`src/rtl/mfp_adc_max10_scan_ctrl.sv`:
```
// Scan sequencer for the MAX10 modular ADC command/response streams.
// Walks a channel mask one command at a time and posts each result, with timeout and mismatch flags.
//   state    | meaning
//   IDLE     | waiting for start pulse or qualified trigger edge
//   CMD      | command presented, waiting for ADC_C_Ready
//   WAIT_RSP | command accepted, waiting for response or timeout
module mfp_adc_max10_scan_ctrl #(
  parameter int NUM_CH  = 17,
  parameter int TIMEOUT = 1024
) (
  input  logic              CLK,
  input  logic              RESETn,
  input  logic [NUM_CH-1:0] cfg_mask,
  input  logic              cfg_start,
  input  logic              cfg_stop,
  input  logic              cfg_continuous,
  input  logic              cfg_trig_en,
  input  logic              irq_clear,
  input  logic              irq_clear_err,
  input  logic              ADC_Trigger,
  output logic              ADC_C_Valid,
  output logic [4:0]        ADC_C_Channel,
  output logic              ADC_C_SOP,
  output logic              ADC_C_EOP,
  input  logic              ADC_C_Ready,
  input  logic              ADC_R_Valid,
  input  logic [4:0]        ADC_R_Channel,
  input  logic [11:0]       ADC_R_Data,
  output logic              result_wr,
  output logic [4:0]        result_channel,
  output logic [11:0]       result_data,
  output logic              busy,
  output logic              scan_done,
  output logic              err_mismatch,
  output logic              err_timeout,
  output logic              irq
);

  localparam int CNT_W = $clog2(TIMEOUT);
  localparam logic [CNT_W-1:0]  TC  = CNT_W'(TIMEOUT - 1);
  localparam logic [NUM_CH-1:0] ONE = NUM_CH'(1);

  typedef enum logic [1:0] {S_IDLE, S_CMD, S_WAIT} state_t;

  state_t            state;
  logic [NUM_CH-1:0] work_mask;
  logic [NUM_CH-1:0] reload_mask;
  logic [4:0]        ch;
  logic              c_valid;
  logic [CNT_W-1:0]  tcnt;
  logic              stop_pending;
  logic              trig_s1, trig_s2, trig_d;

  logic              start_evt;
  logic              stop_now;
  logic [NUM_CH-1:0] remain;

  function automatic logic [4:0] lowest(input logic [NUM_CH-1:0] m);
    logic [4:0] idx;
    idx = '0;
    for (int i = NUM_CH - 1; i >= 0; i--) begin
      if (m[i]) idx = 5'(i);
    end
    return idx;
  endfunction

  always_comb begin
    start_evt = cfg_start | (cfg_trig_en & trig_s2 & ~trig_d);
    stop_now  = stop_pending | cfg_stop;
    remain    = work_mask & ~(ONE << ch);
  end

  assign ADC_C_Valid   = c_valid;
  assign ADC_C_SOP     = c_valid;
  assign ADC_C_EOP     = c_valid;
  assign ADC_C_Channel = ch;
  assign busy          = (state != S_IDLE);

  always_ff @(posedge CLK or negedge RESETn) begin
    if (!RESETn) begin
      state          <= S_IDLE;
      work_mask      <= '0;
      reload_mask    <= '0;
      ch             <= '0;
      c_valid        <= 1'b0;
      tcnt           <= '0;
      stop_pending   <= 1'b0;
      trig_s1        <= 1'b0;
      trig_s2        <= 1'b0;
      trig_d         <= 1'b0;
      result_wr      <= 1'b0;
      result_channel <= '0;
      result_data    <= '0;
      scan_done      <= 1'b0;
      err_mismatch   <= 1'b0;
      err_timeout    <= 1'b0;
      irq            <= 1'b0;
    end else begin
      trig_s1   <= ADC_Trigger;
      trig_s2   <= trig_s1;
      trig_d    <= trig_s2;
      result_wr <= 1'b0;
      scan_done <= 1'b0;
      // Clears come first so a same-cycle set below takes priority.
      if (irq_clear) irq <= 1'b0;
      if (irq_clear_err) begin
        err_mismatch <= 1'b0;
        err_timeout  <= 1'b0;
      end
      if (state != S_IDLE && cfg_stop) stop_pending <= 1'b1;

      case (state)
        S_IDLE: begin
          if (start_evt && cfg_mask != '0) begin
            work_mask   <= cfg_mask;
            reload_mask <= cfg_mask;
            ch          <= lowest(cfg_mask);
            c_valid     <= 1'b1;
            state       <= S_CMD;
          end
        end
        S_CMD: begin
          if (ADC_C_Ready) begin
            c_valid <= 1'b0;
            tcnt    <= '0;
            state   <= S_WAIT;
          end
        end
        S_WAIT: begin
          if (ADC_R_Valid || tcnt == TC) begin
            result_wr      <= 1'b1;
            result_channel <= ch;
            if (ADC_R_Valid) begin
              result_data <= ADC_R_Data;
              if (ADC_R_Channel != ch) err_mismatch <= 1'b1;
            end else begin
              result_data <= '0;
              err_timeout <= 1'b1;
            end
            if (remain != '0 && !stop_now) begin
              work_mask <= remain;
              ch        <= lowest(remain);
              c_valid   <= 1'b1;
              state     <= S_CMD;
            end else if (remain == '0) begin
              scan_done <= 1'b1;
              irq       <= 1'b1;
              if (cfg_continuous && !stop_now) begin
                work_mask <= reload_mask;
                ch        <= lowest(reload_mask);
                c_valid   <= 1'b1;
                state     <= S_CMD;
              end else begin
                work_mask    <= '0;
                stop_pending <= 1'b0;
                state        <= S_IDLE;
              end
            end else begin
              work_mask    <= remain;
              stop_pending <= 1'b0;
              state        <= S_IDLE;
            end
          end else begin
            tcnt <= tcnt + 1'b1;
          end
        end
        default: state <= S_IDLE;
      endcase
    end
  end

endmodule
```
`config.mk`:
```
export PLATFORM = sky130hd
export DESIGN_NAME = mfp_adc_max10_scan_ctrl
export DESIGN_NICKNAME = d
export VERILOG_FILES = /design/src/rtl/mfp_adc_max10_scan_ctrl.sv
export SDC_FILE = /design/constraint.sdc
export NUM_CORES = 1
export LEC_CHECK = 0
export CAP_MARGIN = 15
export CORE_MARGIN = 8
export CORE_UTILIZATION = 57
export CTS_CLUSTER_DIAMETER = 100
export CTS_CLUSTER_SIZE = 24
export DETAILED_ROUTE_END_ITERATION = 7
export HOLD_SLACK_MARGIN = 0.05
export PLACE_DENSITY = 0.85
export SLEW_MARGIN = 15
export SYNTH_ARGS = -nofsm -noshare
export SYNTH_HDL_FRONTEND = slang
export SYNTH_SLANG_ARGS = --single-unit
```
`constraint.sdc`:
```
create_clock -name CLK -period 4.19 [get_ports CLK]
set_clock_uncertainty 0.2 [all_clocks]
set_input_delay 0.6285 -clock CLK [delete_from_list [all_inputs] [get_ports CLK]]
set_output_delay 0.6285 -clock CLK [all_outputs]
set_load 0.005 [all_outputs]
```
==> impl_metrics.env, run 1 <==
export IMPL_outcome="finished clean"
export IMPL_cts_setup_buffers=0
export IMPL_worst_pin_slew_ps=986
export IMPL_dpl_cell_area_sq_um=4990
export IMPL_yosysSeqAreaShare_pct=46.5
export IMPL_drive_gt1_share_pct=9.20
export IMPL_cts_path_max_buffers=2
export IMPL_rr_startpoint="ADC_C_Channel[3]"
export IMPL_start_util_pct=58.4
export IMPL_pre_cts_slack_ps=742
export IMPL_path_max_fanout=17
export IMPL_grt_pass1_vias=3824
export IMPL_drc=0
export IMPL_cts_sinks=78
export IMPL_placed_cells=606
export IMPL_first_pass_iters=7
export IMPL_hold_buffers=0
export IMPL_yosysWarnings=0
export IMPL_rsz0062_at_grt="false"
export IMPL_r2r_worst_path_cells=7
export IMPL_drt_iter0_markers=481
export IMPL_grt_pass1_wl_microns=19900
export IMPL_grt_ovfl_total=0
export IMPL_ys_types=58
export IMPL_cts_htree_levels=3
export IMPL_utilization_pct=72.8
export IMPL_syn_avg_cell_area_sq_um=9.34
export IMPL_synth_edff_count=0
export IMPL_place_hpwl_microns=8730
export IMPL_hp_start="trig_s1"
export IMPL_cts_made_buffers=9
export IMPL_period_share_pct=82.8
export IMPL_vias=3972
export IMPL_final_area_sq_um=5220
export IMPL_layout_nets=564
export IMPL_worstReg2RegEnd="work_mask[4]"
export IMPL_grt_max_degree=79
export IMPL_cts_tree="done"
export IMPL_synth_area_top_cells="dfrtp_1 (47%), nand2_1 (5.1%), o21ai_0 (4.7%), mux2_2 (4.0%), nor2_1 (3.0%)"
export IMPL_stdcell_count=621
export IMPL_fin_tns_setup_ps=0
export IMPL_slowest_stage="and4_1"
export IMPL_fmax_mhz=288
export IMPL_syn_instance_count=449
export IMPL_place_congestion=0.927
export IMPL_slew_violations=0
export IMPL_fill_cells=548
export IMPL_final_cell_mix="dfrtp_1 (78), clkdlybuf4s50_1 (74), nand2_1 (57)"
export IMPL_synthArstFlopShare_pct=100
export IMPL_die_area_sq_um=10400
export IMPL_p_leak_nw=2.12
export IMPL_syn_to_final_growth_pct=24.5
export IMPL_whs_path_depth=0
export IMPL_num_io_pins=76
export IMPL_yosysTopAreaCellShare_pct=46.5
export IMPL_port_buffer_count=75
export IMPL_cts_root_buf="clkbuf_8"
export IMPL_cts_clk_slew_worst_paths_ps=70
export IMPL_ys_ff_latch=78
export IMPL_r2r_slack_ps=720
export IMPL_track_usage_pct=24.5
export IMPL_num_antenna_cells=0
export IMPL_wl_microns=12200
export IMPL_syn_area_sq_um=4190
export IMPL_crit_path_end_kind="flip-flop"
export IMPL_viasPerCell=6.40
export IMPL_cp_arrival_ps=3520
export IMPL_final_common_cell="dfrtp_1"
export IMPL_seq_area_sq_um=1950
export IMPL_die_w_microns=102
export IMPL_holdCritPathClass="flip-flop to flip-flop"
export IMPL_max_stage_delay_ps=660
export IMPL_finalHoldViolations=0
export IMPL_setup_viol=0
export IMPL_rows=31
export IMPL_core_area_sq_um=7180
export IMPL_die_y_microns=102
export IMPL_worstSetupStartpointType="flip-flop"
export IMPL_path_class="flip-flop to flip-flop"
export IMPL_fin_crit_ps=3470
export IMPL_setup_ws_ps=719
export IMPL_slew_headroom_pct=34.3
export IMPL_cts_resized=0
export IMPL_drv_cap=0
export IMPL_syn_nets=495
export IMPL_hold_end="trig_s2"
export IMPL_power_density_nw_per_um2=667
export IMPL_synth_area_leader_cell="dfrtp_1"
export IMPL_ir_drop_uv=352
export IMPL_multi_input_area_sq_um=2070
export IMPL_antenna_found_initial=0
export IMPL_wire_per_inst_microns=19.6
export IMPL_insertion_delay_ps=360
export IMPL_path_cells="or3_4, o21ai_1, nand4_1, nor4_4, and4_1, a211oi_1, o31ai_1"
export IMPL_ant_nets=0
export IMPL_worstPathRequired_ps=4240
export IMPL_synthFlopType="dfrtp_1"
-- registers in the layout, summed over array words and instances, names as in the netlist, 2 cells and up --
| name | count |
|---|---|
| ADC_C_Channel | 5 |
| result_channel | 5 |
| state | 2 |
| work_mask | 17 |
| result_data | 12 |
| reload_mask | 17 |
| tcnt | 10 |
-- critical path, delay by kind of cell, from the launching register on --
family          cells  cell delay, ps
simple gates        4            1880
compound gates      3             780
flops               1             510
-- worst max-delay path by stage --
stage	startpoint	to	slack (ps)
after floorplan	ADC_C_Channel[3]	work_mask[5]	1450
after CTS	ADC_C_Channel[3]	work_mask[4]	780
after detailed placement	cfg_mask[7]	work_mask[13]	740
after global routing	ADC_C_Channel[3]	work_mask[16]	550
after global placement	cfg_mask[7]	work_mask[15]	800
final	ADC_C_Channel[3]	work_mask[4]	720
-- per-stage QoR --
stage                     power [mW]  hold slack [ps]
after floorplan                 2.18              131
after CTS                       3.45              157
after global placement          2.73              135
final                           3.48              154
after global routing            3.70              161
after detailed placement        2.77              140
-- routing by layer --
metal	vias to the layer above	global-route usage (%)	wire length [microns]	share of wire, %
met5	-	0	0	0
met4	0	7.33	204	1.7
met3	26	7.35	1160	9.5
met2	244	37.5	5650	46
met1	1905	32.6	5170	42
li1	1797	-	-	-
-- Yosys cell counts (5+ instances only) --
master    count
a31oi_1       7
inv_1        14
o31ai_1      11
a41oi_1      10
mux2_2       15
clkbuf_1     15
a211oi_1      9
nor4_1        8
a22o_1       14
or3_1        10
nand2_1      57
o21ai_1       5
nand4_1       5
dfrtp_1      78
nand3_1      11
nand2b_1      7
o21ai_0      39
nor2_1       34
nor3_1       12
a21oi_1      15
xor2_1        8
-- power breakdown --
group	internal (mW)	switching [mW]	leakage [nW]
registers	1.03	0.289	0.958
clock network	0.392	0.284	0.115
logic	0.682	0.802	1.05
-- final cells by class --
type,instances,area share (%)
multi-input combinational,335,39.7
clock inverter,6,2.13
tap,99,2.37
timing repair buffer,80,15.0
clock buffer,9,2.37
inverter,14,1.01
sequential,78,37.4
-- cells by family (layout without fill, tap and decap cells) --
group | Yosys count | in the layout | synth area share [%]
multiplexers | 15 | 15 | 4.03
AO/OA/AOI/OAI | 134 | 134 | 21.6
XOR/XNOR | 12 | 12 | 2.51
AND/OR/NAND/NOR | 173 | 173 | 20.9
adder cells (fa/ha/maj) | 1 | 1 | 0.298
flip-flops | 78 | 78 | 46.5
buffers and inverters | 36 | 109 | 4.09
Note: power is estimated with default switching activity, not from simulation.
==> inputs of run 2 (changes only) <==
--- a/config.mk
+++ b/config.mk
@@ -7,12 +7,12 @@
 export LEC_CHECK = 0
 export CAP_MARGIN = 15
 export CORE_MARGIN = 8
-export CORE_UTILIZATION = 57
+export CORE_UTILIZATION = 53
 export CTS_CLUSTER_DIAMETER = 100
 export CTS_CLUSTER_SIZE = 24
 export DETAILED_ROUTE_END_ITERATION = 7
 export HOLD_SLACK_MARGIN = 0.05
-export PLACE_DENSITY = 0.85
+export PLACE_DENSITY = 0.8
 export SLEW_MARGIN = 15
 export SYNTH_ARGS = -nofsm -noshare
 export SYNTH_HDL_FRONTEND = slang
==> constraint.sdc (replaced) <==
create_clock -name CLK -period 3.3 [get_ports CLK]
set_clock_uncertainty 0.2 [all_clocks]
set_input_delay 0.495 -clock CLK [delete_from_list [all_inputs] [get_ports CLK]]
set_output_delay 0.495 -clock CLK [all_outputs]
set_load 0.005 [all_outputs]
==> impl_metrics.env, run 2 (synthesis results as in run 1) <==
export IMPL_die_w_microns=105
export IMPL_outcome="finished clean"
export IMPL_setup_ws_ps=196
export IMPL_track_usage_pct=22.1
export IMPL_final_common_cell="dfrtp_1"
export IMPL_final_cell_mix="dfrtp_1 (78), clkdlybuf4s50_1 (74), nand2_1 (57)"
export IMPL_cts_setup_buffers=0
export IMPL_cts_root_buf="clkbuf_8"
export IMPL_grt_pass1_vias=3899
export IMPL_worstPathRequired_ps=3350
export IMPL_cts_htree_levels=3
export IMPL_place_congestion=0.950
export IMPL_port_buffer_count=75
export IMPL_pre_cts_slack_ps=210
export IMPL_layout_nets=573
export IMPL_start_util_pct=54.6
export IMPL_cts_tree="done"
export IMPL_slew_violations=0
export IMPL_grt_pass1_wl_microns=20100
export IMPL_fmax_mhz=322
export IMPL_num_io_pins=76
export IMPL_cts_resized=0
export IMPL_num_antenna_cells=0
export IMPL_path_buf_inv=1
export IMPL_met1_length_microns=5250
export IMPL_slowest_stage="dfrtp_1"
export IMPL_grt_ovfl_total=0
export IMPL_cp_arrival_ps=3150
export IMPL_hold_buffers=0
export IMPL_crit_path_end_kind="flip-flop"
export IMPL_insertion_delay_ps=350
export IMPL_p_leak_nw=2.18
export IMPL_antenna_found_initial=0
export IMPL_worstSetupStartpointType="flip-flop"
export IMPL_holdCritPathClass="input pin to async pin"
export IMPL_ir_drop_uv=403
export IMPL_viasPerCell=6.30
export IMPL_fin_tns_setup_ps=0
export IMPL_wire_per_inst_microns=19.1
export IMPL_route_met2_wl_microns=5600
export IMPL_syn_to_final_growth_pct=26.5
export IMPL_period_share_pct=94.1
export IMPL_slew_headroom_pct=34.2
export IMPL_power_total_mw=4.48
export IMPL_cts_path_max_buffers=2
export IMPL_drc=0
export IMPL_drive_gt1_share_pct=10.9
export IMPL_wl_microns=12100
export IMPL_place_hpwl_microns=9000
export IMPL_largestRegisters="reload_mask (17), work_mask (17), result_data (12)"
export IMPL_grt_max_degree=79
export IMPL_cts_sinks=78
export IMPL_rsz0062_at_grt="false"
export IMPL_drt_iter0_markers=440
export IMPL_die_area_sq_um=11000
export IMPL_route_met3_wl_microns=955
export IMPL_rows=32
export IMPL_setup_viol=0
export IMPL_core_area_sq_um=7690
export IMPL_power_density_nw_per_um2=845
export IMPL_path_class="flip-flop to flip-flop"
export IMPL_drv_cap=0
export IMPL_worst_pin_slew_ps=987
export IMPL_ant_nets=0
export IMPL_cts_made_buffers=9
export IMPL_first_pass_iters=5
export IMPL_max_stage_delay_ps=520
export IMPL_vias=3994
export IMPL_path_cells="or3_4, o21ai_1, nand4_1, nor4_4, and4_1, buf_4, a2111oi_0, a211oi_1"
export IMPL_critical_path_top_delay_family="simple AND/OR/NAND/NOR gates"
export IMPL_finalHoldViolations=0
export IMPL_die_y_microns=105
export IMPL_cts_clk_slew_worst_paths_ps=80
export IMPL_path_max_fanout=17
export IMPL_fin_crit_ps=3100
export IMPL_highest_layer="met4"
-- run 2: layout make-up --
| class | instances | area [sq um] |
|---|---|---|
| clock inverter | 7 | 121 |
| multi-input combinational | 335 | 2070 |
| clock buffer | 9 | 124 |
| tap | 102 | 128 |
| fill | 597 | 2380 |
| sequential | 78 | 1950 |
| inverter | 14 | 52.6 |
| timing repair buffer | 89 | 853 |
-- run 2: worst paths after layout --
check | cells after the start | from | slack [ps] | endpoint
max | 8 | ADC_C_Channel[2] | 200 | work_mask[16]
min in group CLK | 0 | trig_s1 | 160 | trig_s2
min | 1 | RESETn | 100 | reload_mask[12]
min reg2reg | 0 | trig_s1 | 160 | trig_s2
max in group asynchronous | 1 | RESETn | 2160 | result_channel[0]
max reg2reg | 8 | ADC_C_Channel[2] | 200 | work_mask[16]
-- run 2: metal layers --
| metal | track usage, % | vias to the layer above |
|---|---|---|
| met4 | 7.14 | 0 |
| met5 | 0 | - |
| met2 | 33.9 | 227 |
| li1 | - | 1814 |
| met1 | 30.1 | 1922 |
| met3 | 5.16 | 31 |
-- run 2: through the flow --
step	utilization (%)	hold slack [ps]	cell area, sq um	std cells
floorplan	-	-0.591	4190	449
global placement	65.8	137	5060	618
detailed placement	65.8	147	5060	618
CTS	69.0	145	5300	634
global route	69.0	180	5300	634
finish	69.0	101	5300	634
-- run 2: where the power goes --
group / internal (mW) / switching (mW) / total [mW] / leakage (nW)
Sequential: 1.31 / 0.361 / 1.68 / 0.958
Combinational: 0.917 / 1.01 / 1.93 / 1.10
Clock: 0.507 / 0.369 / 0.876 / 0.124
Total: 2.74 / 1.74 / 4.48 / 2.18
==> inputs of run 3 (changes only) <==
--- a/config.mk
+++ b/config.mk
@@ -8,7 +8,7 @@
 export CAP_MARGIN = 15
 export CORE_MARGIN = 8
 export CORE_UTILIZATION = 53
-export CTS_CLUSTER_DIAMETER = 100
+export CTS_CLUSTER_DIAMETER = 80
 export CTS_CLUSTER_SIZE = 24
 export DETAILED_ROUTE_END_ITERATION = 7
 export HOLD_SLACK_MARGIN = 0.05
==> results of run 3 <==
No change in the layout: final DEF, timing and power equal those of run 2.
